**src/rtl/axis_packet_arbiter.sv**
```systemverilog
// Packet-level round-robin arbiter sharing one AXI4-Stream sink between NUM_SRC sources.
// A grant is held until tlast; a beat-limit guard forces termination of runaway packets.
module axis_packet_arbiter #(
  parameter int unsigned NUM_SRC    = 4,
  parameter int unsigned DATA_WIDTH = 128,
  parameter int unsigned USER_WIDTH = 4,
  parameter int unsigned ID_WIDTH   = 4,
  parameter int unsigned MAX_BEATS  = 256,
  localparam int unsigned GW = (NUM_SRC > 1) ? $clog2(NUM_SRC) : 1,
  localparam int unsigned KW = DATA_WIDTH / 8
) (
  input  logic                           clk,
  input  logic                           rst_n,
  input  logic                           arb_en,
  input  logic [NUM_SRC*DATA_WIDTH-1:0]  s_axis_tdata,
  input  logic [NUM_SRC*KW-1:0]          s_axis_tkeep,
  input  logic [NUM_SRC-1:0]             s_axis_tlast,
  input  logic [NUM_SRC*USER_WIDTH-1:0]  s_axis_tuser,
  input  logic [NUM_SRC*ID_WIDTH-1:0]    s_axis_tid,
  input  logic [NUM_SRC-1:0]             s_axis_tvalid,
  output logic [NUM_SRC-1:0]             s_axis_tready,
  output logic [DATA_WIDTH-1:0]          m_axis_tdata,
  output logic [KW-1:0]                  m_axis_tkeep,
  output logic                           m_axis_tlast,
  output logic [USER_WIDTH-1:0]          m_axis_tuser,
  output logic [ID_WIDTH-1:0]            m_axis_tid,
  output logic                           m_axis_tvalid,
  input  logic                           m_axis_tready,
  output logic                           busy,
  output logic [GW-1:0]                  grant_idx,
  output logic                           err_overlong
);

  localparam int unsigned CW = $clog2(MAX_BEATS + 1);

  typedef enum logic [0:0] {StIdle, StXfer} state_e;

  state_e        state_q, state_d;
  logic [GW-1:0] grant_q, grant_d;
  logic [GW-1:0] last_q, last_d;
  logic [CW-1:0] cnt_q, cnt_d;
  logic          err_q, err_d;

  logic [GW-1:0] cand [NUM_SRC];
  logic [GW-1:0] pick;
  logic          pick_vld;
  logic          src_last;
  logic          at_limit;

  // Candidate order starts just after the last granted source and wraps.
  always_comb begin
    for (int unsigned i = 0; i < NUM_SRC; i++) begin
      cand[i] = GW'((32'(last_q) + i + 1) % NUM_SRC);
    end
  end

  always_comb begin
    pick     = '0;
    pick_vld = 1'b0;
    for (int unsigned i = 0; i < NUM_SRC; i++) begin
      if (!pick_vld && s_axis_tvalid[cand[i]]) begin
        pick_vld = 1'b1;
        pick     = cand[i];
      end
    end
  end

  assign src_last = s_axis_tlast[grant_q];
  // The beat being offered is the MAX_BEATS-th of this grant.
  assign at_limit = (cnt_q == CW'(MAX_BEATS - 1));

  assign m_axis_tdata = s_axis_tdata[32'(grant_q) * DATA_WIDTH +: DATA_WIDTH];
  assign m_axis_tkeep = s_axis_tkeep[32'(grant_q) * KW +: KW];
  assign m_axis_tuser = s_axis_tuser[32'(grant_q) * USER_WIDTH +: USER_WIDTH];
  assign m_axis_tid   = s_axis_tid[32'(grant_q) * ID_WIDTH +: ID_WIDTH];

  always_comb begin
    state_d       = state_q;
    grant_d       = grant_q;
    last_d        = last_q;
    cnt_d         = cnt_q;
    err_d         = err_q;
    s_axis_tready = '0;
    m_axis_tvalid = 1'b0;
    m_axis_tlast  = 1'b0;
    unique case (state_q)
      StIdle: begin
        if (arb_en && pick_vld) begin
          grant_d = pick;
          cnt_d   = '0;
          state_d = StXfer;
        end
      end
      StXfer: begin
        s_axis_tready[grant_q] = m_axis_tready;
        m_axis_tvalid          = s_axis_tvalid[grant_q];
        m_axis_tlast           = src_last | at_limit;
        if (m_axis_tvalid && m_axis_tready) begin
          // Cannot wrap: the grant always ends on the MAX_BEATS-th beat.
          cnt_d = cnt_q + 1'b1;
          if (m_axis_tlast) begin
            last_d  = grant_q;
            state_d = StIdle;
            if (at_limit && !src_last) begin
              err_d = 1'b1;
            end
          end
        end
      end
      default: state_d = StIdle;
    endcase
  end

  always_ff @(posedge clk or negedge rst_n) begin
    if (!rst_n) begin
      state_q <= StIdle;
      grant_q <= '0;
      last_q  <= GW'(NUM_SRC - 1);
      cnt_q   <= '0;
      err_q   <= 1'b0;
    end else begin
      state_q <= state_d;
      grant_q <= grant_d;
      last_q  <= last_d;
      cnt_q   <= cnt_d;
      err_q   <= err_d;
    end
  end

  assign busy         = (state_q == StXfer);
  assign grant_idx    = grant_q;
  assign err_overlong = err_q;

endmodule

```
**config.mk**
```make
export PLATFORM = sky130hd
export DESIGN_NAME = axis_packet_arbiter
export DESIGN_NICKNAME = d
export VERILOG_FILES = /design/src/rtl/axis_packet_arbiter.sv
export SDC_FILE = /design/constraint.sdc
export NUM_CORES = 1
export LEC_CHECK = 0
export CAP_MARGIN = 5
export CORE_AREA = 2 2 307 309
export CTS_BUF_LIST = sky130_fd_sc_hd__clkbuf_4 sky130_fd_sc_hd__clkbuf_8
export DETAILED_ROUTE_END_ITERATION = 8
export DIE_AREA = 0 0 309 311
export GPL_TIMING_DRIVEN = 0
export PLACE_DENSITY = 0.37
export SYNTH_ARGS = -nofsm -noshare
export SYNTH_HDL_FRONTEND = slang
export SYNTH_SLANG_ARGS = --single-unit
```
**constraint.sdc**
```tcl
create_clock -name clk -period 3.7 [get_ports clk]
set_input_delay 1.11 -clock clk [delete_from_list [all_inputs] [get_ports clk]]
set_output_delay 1.11 -clock clk [all_outputs]
set_load 0.1 [all_outputs]
```
==> results.tsv <==
stage	metric	value	unit
clock_tree	CTS Buf Count	3	
logic_synthesis	Distinct cells, synth	35	
logic_synthesis	synth cell count leaders	mux4_2, buf_2, dfrtp_1	
power_and_ir_drop	Sequential Power Share	0.021	
worst_setup_path	CP Capture Type	output port	
route	Vias/cell	3.05	
timing	final hold viol count	0	
power_and_ir_drop	Lkg Pwr	4.65	nW
worst_setup_path	R2R Path End	cnt_q[5]	
run	max-cap viol count	0	
power_and_ir_drop	Switch Pwr	0.00941	W
cells_and_area	Total Nets Final	1695	
route	1st-iter DRT viols	326	
clock_tree	CTS Hold Buffers Added	0	
clock_tree	clk slew on worst S/H paths	60	ps
timing	setup_tns	0	ps
worst_setup_path	CP startpoint	s_axis_tdata[400]	
worst_setup_path	RR Startpoint	grant_idx[0]	
floorplanning	die footprint	0.0961	mm^2
logic_synthesis	area of the mapped netlist	0.00449	mm^2
worst_setup_path	startpoint types	input pin	
timing	Final Slew Violations	0	
logic_synthesis	yosys warns	0	
global_route	met3 usage	0.0578	
floorplanning	Die Width	309	um
min_path	Worst Hold Depth	2	
timing	Tmin final	3700	ps
route	first-pass detailed-route iteration total	4	
floorplanning	Std-Cell Rows	112	
global_route	global route overflow	0	
worst_setup_path	Worst Path Arrival	2590	ps
power_and_ir_drop	P_int	0.00335	W
clock_tree	setup bufs post-CTS	0	
logic_synthesis	Synth Instances	287	
min_path	worst hold start	cnt_q[1]	
global_route	antenna violations before repair	63	
worst_setup_path	Worst Path Max Fanout	1	
worst_setup_path	worst path bufs/invs	2	
route	post-route ant nets	0	
timing	hold slack	539	ps
logic_synthesis	#FFs+latches synth	15	
logic_synthesis	Post-synth EDFFs	0	
floorplanning	core box area	0.0928	mm^2
min_path	WHS Endpoint	cnt_q[1]	
power_and_ir_drop	total power draw	0.0128	W
timing	RSZ-0062 raised after global routing	false	
logic_synthesis	main area contributors after synthesis	mux4_2, dfrtp_1, buf_2	
floorplanning	initial core utilization	0.0484	
placed_design	Placer Congestion	0.890	
logic_synthesis	Primary FF master, synth	dfrtp_1	
worst_setup_path	Worst R2R Setup Slack	1760	ps
power_and_ir_drop	Sw Share	0.737	
power_and_ir_drop	Logic pwr share	0.967	
worst_setup_path	crit-path max cell delay	490	ps
timing	worst-margin pin slew	1120	ps
clock_tree	Skew-Pair Late Insertion Delay	250	ps
logic_synthesis	area leader, netlist	mux4_2	
logic_synthesis	register area share after synthesis	0.0841	
worst_setup_path	cell family with the largest share of critical-path delay	buffers and inverters	
global_route	GR Util met2	0.221	
global_route	vias in the first global route	7807	
clock_tree	Max clock buf depth	2	
logic_synthesis	syn_area_per_cell	15.7	um^2
timing	relative slew slack	0.251	
logic_synthesis	ys async rst share	1.00	
worst_setup_path	worst path cell trace	clkdlybuf4s50_1 > mux4_2 > clkdlybuf4s15_2	
clock_tree	H-tree levels	1	
power_and_ir_drop	pwr dens	941	mW/mm^2
global_route	grt met1 use	0.145	
route	DRC Markers	0	
cells_and_area	Filler cells	10500	
floorplanning	Die Y	311	um
route	Routed WL	64400	um
worst_setup_path	Crit Path Category	input pin to output port	
logic_synthesis	top-count cell post-synth	mux4_2	
status	status	complete, no violations	
worst_setup_path	Critical Path RT	2590	ps
power_and_ir_drop	Clk network pwr share	0.011	
global_route	first-pass GRT wire length	79800	um
global_route	Total Routing Usage GR	0.127	
placed_design	DPL Wire Length	59600	um
min_path	worst min path class	flop to flop	
cells_and_area	final instance area	0.0136	mm^2
route	via count	7135	
route	Avg WL per Cell	27.5	um
cells_and_area	Layout area overhead	202	%
placed_design	I/O Buffers	781	
timing	Fin Clk Skew	1.38	ps
timing	# setup viols final	0	
floorplanning	Ports	782	
cells_and_area	layout cell share with drive strength beyond 1	0.340	
logic_synthesis	top cell type's share of synthesized area	0.762	
worst_setup_path	Worst path slowest cell	clkdlybuf4s50_1	
timing	Final Cycle Share	1.00	
power_and_ir_drop	VDD IR-drop max	0.553	mV
global_route	largest net degree at the start of global routing	16	
logic_synthesis	syn_nets	909	
placed_design	DP Area	0.0139	mm^2
worst_setup_path	path depth of the worst reg2reg path	5	
global_route	gr busiest metal	met2	
timing	Achievable Freq	270	MHz
clock_tree	root buf cell	clkbuf_8	
clock_tree	number of clock sinks	15	
clock_tree	CTS tree	yes	
==> registers in the layout (all words and copies together), names as in the netlist <==
name          cells
grant_idx         2
busy              1
last_q            2
err_overlong      1
cnt_q             9
==> cells in the final DEF (no fill, tap or decap), types with 4 or more instances in the layout <==
master	synthesis	routed
clkbuf_8	0	4
mux4_2	152	152
mux2i_1	5	4
a21oi_1	9	9
buf_2	19	124
nor2_1	8	6
inv_1	4	4
dfrtp_1	13	13
clkdlybuf4s15_2	0	36
clkdlybuf4s50_1	0	622
buf_4	1	22
clkbuf_4	0	5
nand2_1	6	6
nand3_1	11	11
diode_2	0	16
nand3b_1	4	4
o21ai_0	4	4
==> worst register-to-register path: stages, from the launching register on <==
cell and delay (ps):
dfrtp_1 350, buf_2 240, nand3_1 270, o22a_1 340, or4_1 510, a21oi_1 150
==> power by group through the flow <==
| stage | Clock [W] | Sequential [W] | Combinational, W |
|---|---|---|---|
| global route | 0.000154 | 0.000283 | 0.0128 |
| CTS | 0.000147 | 0.000272 | 0.0128 |
| global placement | 0 | 0.000273 | 0.0131 |
| finish | 0.000145 | 0.000271 | 0.0123 |
| detailed placement | 0 | 0.000275 | 0.0132 |
| floorplan | 0 | 0.000371 | 0.00925 |
==> layout make-up <==
cell class | count | area [um^2] | share of cell area
Antenna cell | 16 | 40.0 | 0.00295
Buffer | 38 | 268 | 0.0198
Clock buffer | 4 | 48.8 | 0.00360
Inverter | 4 | 15.0 | 0.00111
Multi-Input combinational cell | 230 | 3950 | 0.291
Sequential cell | 15 | 378 | 0.0279
Tap cell | 1254 | 1570 | 0.116
Timing Repair Buffer | 781 | 7290 | 0.538
==> metrics by stage <==
| stage | instances | setup WS, ps | utilization |
|---|---|---|---|
| 4_1_cts | 2326 | -122 | 0.150 |
| 3_3_place_gp | 2322 | -1750 | 0.150 |
| 6_report | 2342 | 0.159 | 0.146 |
| 2_1_floorplan | 287 | -152 | - |
| 5_1_grt | 2328 | 0.0113 | 0.146 |
| 3_5_place_dp | 2324 | -1630 | 0.150 |
==> worst max-delay path by stage <==
stage / end / slack [ps] / depth (start not counted)
after global placement: m_axis_tdata[92] / -1750 / 5
final: m_axis_tdata[16] / 0.2 / 3
after global routing: m_axis_tdata[77] / 0.01 / 5
after floorplan: s_axis_tready[0] / -150 / 4
after CTS: m_axis_tdata[102] / -120 / 3
after detailed placement: m_axis_tdata[102] / -1630 / 5
==> cells by family (layout without fill, tap and decap cells) <==
logic type,Yosys count,in the layout,share of synthesized area
AOI/OAI and AO/OA,24,24,0.0348
adders and majority gates,2,2,0.00557
buffers and inverters,42,827,0.0412
DFF,15,15,0.0841
muxes,160,160,0.781
other,0,16,0
and+or+nand+nor,44,44,0.0535
==> routing by layer <==
layer | up-vias | part of all wire
met1 | 3492 | 0.38
li1 | 2949 | -
met3 | 84 | 0.13
met5 | - | 0.0024
met4 | 24 | 0.014
met2 | 586 | 0.48
==> timing repair <==
action                     CTS  global route
hold endpoints to repair     0             0
setup endpoints to repair  158            64
pin swaps                    0             0
resized for setup          652           123
Note: power is estimated with default switching activity, not from simulation.
